$ cat src/rtl/control_fsm_multicycle.sv
// Multicycle control unit for lw/sw/add/sub/addi. Sequences the datapath strobes and selects
// for one instruction at a time, traps illegal encodings and counts retired instructions.
module control_fsm_multicycle #(
    parameter int DATA_WIDTH  = 64,
    parameter int COUNT_WIDTH = 16
) (
    input  logic                   clk,
    input  logic                   reset_n,
    input  logic [31:0]            instruction,
    input  logic                   instrValid,
    output logic                   instrReady,
    output logic                   writeEnable_Registers,
    output logic                   writeEnable_DataMemory,
    output logic                   muxSelect_SumVsReadData,
    output logic                   muxSelect_ImmVsDataout2,
    output logic                   SumOrSub,
    output logic [4:0]             rs1Addr,
    output logic [4:0]             rs2Addr,
    output logic [4:0]             rdAddr,
    output logic [DATA_WIDTH-1:0]  immediate,
    output logic                   illegalInstr,
    output logic [COUNT_WIDTH-1:0] retiredCount
);

    typedef enum logic [2:0] {S_IDLE, S_DECODE, S_EXEC, S_MEM, S_WB, S_TRAP} state_t;
    typedef enum logic [2:0] {OP_ILL, OP_LW, OP_SW, OP_ADD, OP_SUB, OP_ADDI} op_t;

    function automatic op_t decode_op(input logic [31:0] ins);
        op_t op;
        op = OP_ILL;
        if (ins[6:0] == 7'b0000011 && ins[14:12] == 3'b010)
            op = OP_LW;
        else if (ins[6:0] == 7'b0100011 && ins[14:12] == 3'b010)
            op = OP_SW;
        else if (ins[6:0] == 7'b0110011 && ins[14:12] == 3'b000 && ins[31:25] == 7'b0000000)
            op = OP_ADD;
        else if (ins[6:0] == 7'b0110011 && ins[14:12] == 3'b000 && ins[31:25] == 7'b0100000)
            op = OP_SUB;
        else if (ins[6:0] == 7'b0010011 && ins[14:12] == 3'b000)
            op = OP_ADDI;
        return op;
    endfunction

    function automatic logic [DATA_WIDTH-1:0] imm_of(input op_t op, input logic [31:0] ins);
        logic [DATA_WIDTH-1:0] imm;
        imm = '0;
        case (op)
            OP_LW, OP_ADDI: imm = {{(DATA_WIDTH-12){ins[31]}}, ins[31:20]};
            OP_SW:          imm = {{(DATA_WIDTH-12){ins[31]}}, ins[31:25], ins[11:7]};
            default:        imm = '0;
        endcase
        return imm;
    endfunction

    state_t                 r_state;
    op_t                    r_op;
    logic                   r_ready;
    logic                   r_we_reg;
    logic                   r_we_mem;
    logic                   r_sel_sum;
    logic                   r_sel_dout2;
    logic                   r_sub;
    logic                   r_illegal;
    logic [4:0]             r_rs1;
    logic [4:0]             r_rs2;
    logic [4:0]             r_rd;
    logic [DATA_WIDTH-1:0]  r_imm;
    logic [COUNT_WIDTH-1:0] r_count;

    op_t  w_op;
    logic w_accept;

    assign w_op     = decode_op(instruction);
    assign w_accept = instrValid && r_ready;

    // NOTE: every state bit sits on the async reset so a mid-instruction reset drops the
    // strobes at once; non-blocking assignments keep all registers sampling the same edge.
    always_ff @(posedge clk or negedge reset_n) begin
        if (!reset_n) begin
            r_state     <= S_IDLE;
            r_op        <= OP_ILL;
            r_ready     <= 1'b1;
            r_we_reg    <= 1'b0;
            r_we_mem    <= 1'b0;
            r_sel_sum   <= 1'b0;
            r_sel_dout2 <= 1'b0;
            r_sub       <= 1'b0;
            r_illegal   <= 1'b0;
            r_rs1       <= '0;
            r_rs2       <= '0;
            r_rd        <= '0;
            r_imm       <= '0;
            r_count     <= '0;
        end else begin
            case (r_state)
                S_IDLE: begin
                    if (w_accept) begin
                        r_state     <= S_DECODE;
                        r_ready     <= 1'b0;
                        r_op        <= w_op;
                        r_rs1       <= instruction[19:15];
                        r_rs2       <= instruction[24:20];
                        r_rd        <= (w_op == OP_SW) ? 5'd0 : instruction[11:7];
                        r_imm       <= imm_of(w_op, instruction);
                        r_sel_sum   <= w_op inside {OP_ADD, OP_SUB, OP_ADDI};
                        r_sel_dout2 <= w_op inside {OP_ADD, OP_SUB};
                        r_sub       <= (w_op == OP_SUB);
                    end
                end
                S_DECODE: begin
                    if (r_op == OP_ILL) begin
                        r_state   <= S_TRAP;
                        r_illegal <= 1'b1;
                    end else begin
                        r_state   <= S_EXEC;
                    end
                end
                S_EXEC: begin
                    if (r_op == OP_LW || r_op == OP_SW) begin
                        r_state  <= S_MEM;
                        r_we_mem <= (r_op == OP_SW);
                    end else begin
                        r_state  <= S_WB;
                        r_we_reg <= 1'b1;
                    end
                end
                S_MEM: begin
                    r_we_mem <= 1'b0;
                    if (r_op == OP_LW) begin
                        r_state  <= S_WB;
                        r_we_reg <= 1'b1;
                    end else begin
                        r_state     <= S_IDLE;
                        r_ready     <= 1'b1;
                        r_count     <= r_count + COUNT_WIDTH'(1);
                        r_sel_sum   <= 1'b0;
                        r_sel_dout2 <= 1'b0;
                        r_sub       <= 1'b0;
                    end
                end
                S_WB: begin
                    r_we_reg    <= 1'b0;
                    r_state     <= S_IDLE;
                    r_ready     <= 1'b1;
                    r_count     <= r_count + COUNT_WIDTH'(1);
                    r_sel_sum   <= 1'b0;
                    r_sel_dout2 <= 1'b0;
                    r_sub       <= 1'b0;
                end
                S_TRAP: begin
                    r_illegal <= 1'b0;
                    r_state   <= S_IDLE;
                    r_ready   <= 1'b1;
                end
                default: begin
                    r_state <= S_IDLE;
                    r_ready <= 1'b1;
                end
            endcase
        end
    end

    assign instrReady              = r_ready;
    assign writeEnable_Registers   = r_we_reg;
    assign writeEnable_DataMemory  = r_we_mem;
    assign muxSelect_SumVsReadData = r_sel_sum;
    assign muxSelect_ImmVsDataout2 = r_sel_dout2;
    assign SumOrSub                = r_sub;
    assign rs1Addr                 = r_rs1;
    assign rs2Addr                 = r_rs2;
    assign rdAddr                  = r_rd;
    assign immediate               = r_imm;
    assign illegalInstr            = r_illegal;
    assign retiredCount            = r_count;

endmodule
$ cat config.mk
export PLATFORM = sky130hd
export DESIGN_NAME = control_fsm_multicycle
export DESIGN_NICKNAME = d
export VERILOG_FILES = /design/src/rtl/control_fsm_multicycle.sv
export SDC_FILE = /design/constraint.sdc
export NUM_CORES = 1
export LEC_CHECK = 0
export CORE_AREA = 2 2 104 76
export DETAILED_ROUTE_END_ITERATION = 10
export DIE_AREA = 0 0 106 78
export MAX_ROUTING_LAYER = met4
export PLACE_DENSITY = 0.77
export SLEW_MARGIN = 20
export SYNTH_ARGS = -nofsm -noshare
export SYNTH_HDL_FRONTEND = slang
export SYNTH_SLANG_ARGS = --single-unit
export TNS_END_PERCENT = 20
$ cat constraint.sdc
create_clock -name clk -period 2.2 [get_ports clk]
set_clock_uncertainty 0.2 [all_clocks]
set_input_delay 0.22 -clock clk [delete_from_list [all_inputs] [get_ports clk]]
set_output_delay 0.22 -clock clk [all_outputs]
set_load 0.01 [all_outputs]
Word-level counts from Yosys, hierarchy flattened
Cells that the tools add are included.

operators by class
  add/sub/neg operators = 1
  equal/unequal tests = 24
  multiplexer cells = 31
  bitwise logic cells = 1
  reduce and logical (&&, ||, !) cells = 28

operator list
  operator                                                                count
  64-bit case mux with 2 select lines                                     1
  16-bit case mux with 2 select lines                                     1
  3-bit 2-to-1 mux                                                        9
  7-bit by 6-bit equality test with 1-bit output (second input constant)  3
  3-bit by 2-bit equality test with 1-bit output (second input constant)  6
  16-bit by 1-bit adder with 16-bit output (second input constant)        1
  16-bit 2-to-1 mux                                                       1
  1-bit case mux with 3 select lines                                      5
  3-bit equality test (second input constant)                             4
  2-bit inequality test (second input constant)                           6
  3-bit case mux with 4 select lines                                      1
  1-bit 2-to-1 mux                                                        10
  3-bit by 1-bit equality test with 1-bit output (second input constant)  3
  3-bit zero test                                                         3
  3-bit AND reduction                                                     3
  3-bit nonzero test                                                      3
  2-bit AND reduction                                                     4
  2-bit nonzero test                                                      4
  7-bit by 2-bit equality test with 1-bit output (second input constant)  1
  7-bit by 5-bit equality test with 1-bit output (second input constant)  1
  1-bit logical AND                                                       7
  7-bit zero test                                                         1
  5-bit 2-to-1 mux                                                        1
  1-bit case mux with 2 select lines                                      2
  other kinds (3)                                                         4

word-level totals
  register bits = 108
  output and inout bits = 102
  logic and storage cells = 99

Depth between registers and ports, before layout
  depth after elaboration = 11
  depth in mapped cells = 6

Worst setup path after synthesis
Ideal clock, no wire load.

  path type = register -> register
  start = register r_op[0]
  end = register r_count[14], in the netlist retiredCount[14]
  setup time = 125 ps
  arrival = 1,574 ps
  required time = 1,875 ps
  path slack = 301 ps
  stages on the path, launching flop included = 7
  period minus slack after synthesis = 1,899 ps
  path through = dfrtp_1 > buf_2 > nor3b_4 > o2bb2ai_4 > and3_1 > or3b_1 > xnor2_1

on the way
  cells in the longest elaborated chain, start to end = 3

ends and longest elaborated chain
  element                                         line  source
  start: declaration                              56    op_t r_op;
  start signal: assignment                        100   r_op <= w_op;
  3-bit by 1-bit equality test with 1-bit output  129   if (r_op == OP_LW) begin
  2-bit inequality test (no line)                 n/a
  2-bit AND reduction (no line)                   n/a
  end signal: assignment                          135   r_count <= r_count + COUNT_WIDTH'(1);
  end signal: assignment                          145   r_count <= r_count + COUNT_WIDTH'(1);
  end: declaration                                68    logic [COUNT_WIDTH-1:0] r_count;

No other way between the ends.
A chain may end at the register's enable or synchronous reset.

Worst setup path in the final report
  start = register r_state[1]
  end = register r_count[14], in the netlist retiredCount[14]

on the way
  cells in the longest elaborated chain, start to end = 3
  elaborated cells between the ends (all ways) = 6
  classes of those cells = 3 x eq/ne; 1 x mux; 2 x reduce/logical

ends and longest elaborated chain
  element                                                                                       line  source
  start: declaration                                                                            55    state_t r_state;
  start signal: assignment                                                                      80    r_state <= S_IDLE;
  start signal: assignment                                                                      98    r_state <= S_DECODE;
  start signal: assignment                                                                      112   r_state <= S_TRAP;
  3-bit by 2-bit equality test with 1-bit output / 3-bit equality test (equally long branches)  95    case (r_state)
  2-bit inequality test (no line) / 2-bit nonzero test (equally long branches)                  n/a
  2-bit AND reduction (no line)                                                                 n/a

Several ways; a longest one is shown, not always the timed one.

==> flow_summary.toml <==
[clocking]
clkLatencyLatePin_ns = 0.30
cts_tree = "yes"
hold_buffers = 1
cts_buffers = 5
cts_buffer_depth = 2
cts_setup_buffers = 0
clkSinkCount = 56
clkTransAtPathRegs_ns = 0.10
ctsResizeCount = 0
cts-htree-levels = 2
cts-root-buf = "clkbuf_8"

[place]
placed_cell_area_sq_um = 4140
dp_hpwl_mm = 5.39
portBuffers = 136
gp_congestion = 0.809

[logic_synthesis]
synthCells = 277
synth.area.top_cells = "dfrtp_1 (46%), buf_4 (13%), a22o_1 (5.3%), mux2_2 (4.5%), xnor2_1 (2.9%)"
ys_seq_area_share_pct = 47.0
synth-seq-cells = 56
ys.flop_type = "dfrtp_1"
syn_area_sq_um = 2980
synth_most_common_cell = "dfrtp_1"
synthesis.yosys.warnings = 0
yosysTopAreaCell = "dfrtp_1"
syn_avg_cell_area_sq_um = 10.8
synth.distinct_cells = 50
synth_top_cell_area_share_pct = 46.2
synth_edf_count = 0
synth_commonest_cells = "dfrtp_1 (55), buf_4 (52), nand2_1 (20)"
async_flop_share_pct = 100
synth_fp_nets = 313

[final_layout]
seq_area_sq_um = 1400
syn2layout_area_growth_pct = 42.3
fill_cells = 601
num-nets-final = 407
multi_input_area_sq_um = 1120
final_area_sq_um = 4240
n_antenna_cell = 0
drive_above_1_share_pct = 11.8

[run]
maxCapViolations = 0

[worst_setup_path]
cp_slowest_cell = "dfrtp_1"
critPathCaptureType = "register"
timing.critical_path.buf_inv = 0
crit_chain = "nor2_1 -> o2bb2ai_4 -> and3_1 -> or3b_1 -> xnor2_1"
critPathKind = "register to register"
cp.required_ns = 2.20
max_stage_delay_ns = 0.45
critPathTopFamily = "simple AND/OR/NAND/NOR gates"
critPathArrivalTime_ns = 2.05
cp_max_fo = 6
worst_setup_path_start_kind = "register"

[route]
drcViolationCount = 0
viasPerCell = 4.89
drt_pass1_iterations = 4
ant_nets = 0
wl_per_cell_um = 15.1
vias = 2300
drt-total-wl_mm = 7.09
drt_iter0_markers = 114

[sta]
period_share_pct = 93.5
slew_headroom_pct = 63.6
layout_min_cycle_time_ns = 2.06
rsz0062_at_grt = "no"
worst_pin_slew_ns = 0.544
hold_viol_final = 0
setup_viol = 0
fmax_ghz = 0.486
drv_slew = 0

[floorplan]
io_pins = 137
dieHeight_um = 78
die_x_um = 106
rows = 26
start_util_pct = 41.5
die_area_sq_um = 8270
core-area_sq_um = 7190

[global_route]
grt_pass1_vias = 2319
grt-ovfl-total = 0
grt_pass1_wl_mm = 11.9
grt_usage_pct = 18.5
antenna_found_initial = 0
grt_max_degree = 54

[pwr]
finalPower_mw = 3.24
vdd.ir_drop.worst_v = 0.000466
power_density_nw_per_um2 = 765
p_leak_nw = 1.76

[outcome]
status = "finished clean"

[min_path]
worst_hold_path_type = "input port to async pin"
through the flow:
stage / std cells / util, % / hold slack [ns] / setup TNS (ns) / worst slack (ns)
finish: 470 / 59.0 / 0.187 / 0 / 0.142
global route: 470 / 59.0 / 0.183 / 0 / 0.0391
CTS: 470 / 59.0 / 0.190 / 0 / 0.144
detailed placement: 461 / 57.6 / -0.00564 / -0.114 / -0.0527
global placement: 461 / 57.6 / -0.00681 / -0.0704 / -0.0464
floorplan: 277 / - / -0.276 / 0 / 0.301
worst register-to-register path, stage by stage (launching register included):
cell	delay [ns]
dfrtp_1	0.45
nor2_1	0.30
o2bb2ai_4	0.20
and3_1	0.29
or3b_1	0.38
xnor2_1	0.13
area by class of cell:
class / instances / area share (%)
Inverter: 5 / 0.442
Sequential cell: 56 / 33.1
Timing Repair Buffer: 150 / 35.1
Tap cell: 98 / 2.89
Clock buffer: 7 / 2.03
Clock inverter: 1 / 0.177
Multi-Input combinational cell: 153 / 26.3
layer usage:
layer	share of wire, %	track usage [%]
met3	6.8	5.13
met1	48	25.1
met4	0.17	3.03
met2	45	28.4
met5	0	-
report_power, final:
group | total [mW] | switching, mW | internal (mW)
clock network | 0.585 | 0.329 | 0.257
logic | 1.24 | 0.524 | 0.719
registers | 1.42 | 0.164 | 1.25
layout by cell type, fill, tap and decap left out, types with 2 or more instances in the layout:
master / synthesis / routed
a32o_1: 2 / 2
nand3_1: 5 / 5
o21ai_0: 7 / 7
inv_1: 5 / 5
nand4_1: 4 / 4
nand2_1: 20 / 20
a22o_1: 18 / 18
mux2i_1: 5 / 5
xnor2_1: 10 / 10
and3_1: 3 / 3
a21oi_1: 9 / 9
nor3_1: 3 / 3
clkdlybuf4s50_1: 0 / 135
a31oi_1: 2 / 2
o21ai_1: 2 / 2
nand2b_1: 5 / 5
clkbuf_8: 0 / 6
buf_12: 0 / 2
mux2_2: 12 / 12
xor2_1: 5 / 5
nor2b_1: 3 / 3
nor2_1: 13 / 13
buf_4: 52 / 11
nand3b_1: 2 / 2
dfrtp_1: 55 / 55
worst paths after layout:
check | end | depth (start not counted) | slack [ns] | from
setup reg to reg | retiredCount[14]$_DFFE_PN0P_ | 5 | 0.14 | r_state[1]$_DFFE_PN0P_
hold reg to reg | retiredCount[15]$_DFFE_PN0P_ | 1 | 0.28 | retiredCount[15]$_DFFE_PN0P_
max in group asynchronous | instrReady$_DFFE_PN1P_ | 3 | 0.95 | reset_n
min in group clk | retiredCount[15]$_DFFE_PN0P_ | 1 | 0.28 | retiredCount[15]$_DFFE_PN0P_
setup / recovery | retiredCount[14]$_DFFE_PN0P_ | 5 | 0.14 | r_state[1]$_DFFE_PN0P_
hold / removal | retiredCount[5]$_DFFE_PN0P_ | 2 | 0.19 | reset_n
registers in the layout (all words and copies together) (netlist names), 3 cells and up:
| register | flops |
|---|---|
| retiredCount | 16 |
| immediate | 12 |
| rdAddr | 5 |
| rs1Addr | 5 |
| rs2Addr | 5 |
| r_op | 3 |
| r_state | 3 |
logic make-up after synthesis:
group	after synthesis	share of synthesized area (%)
xor+xnor	15	4.41
buf+inv	68	15.5
mux	17	6.21
compound gates	51	13.3
fa+ha+maj	1	0.420
flops	56	47.0
simple gates	69	13.1
(Power assumes the default switching activity.)
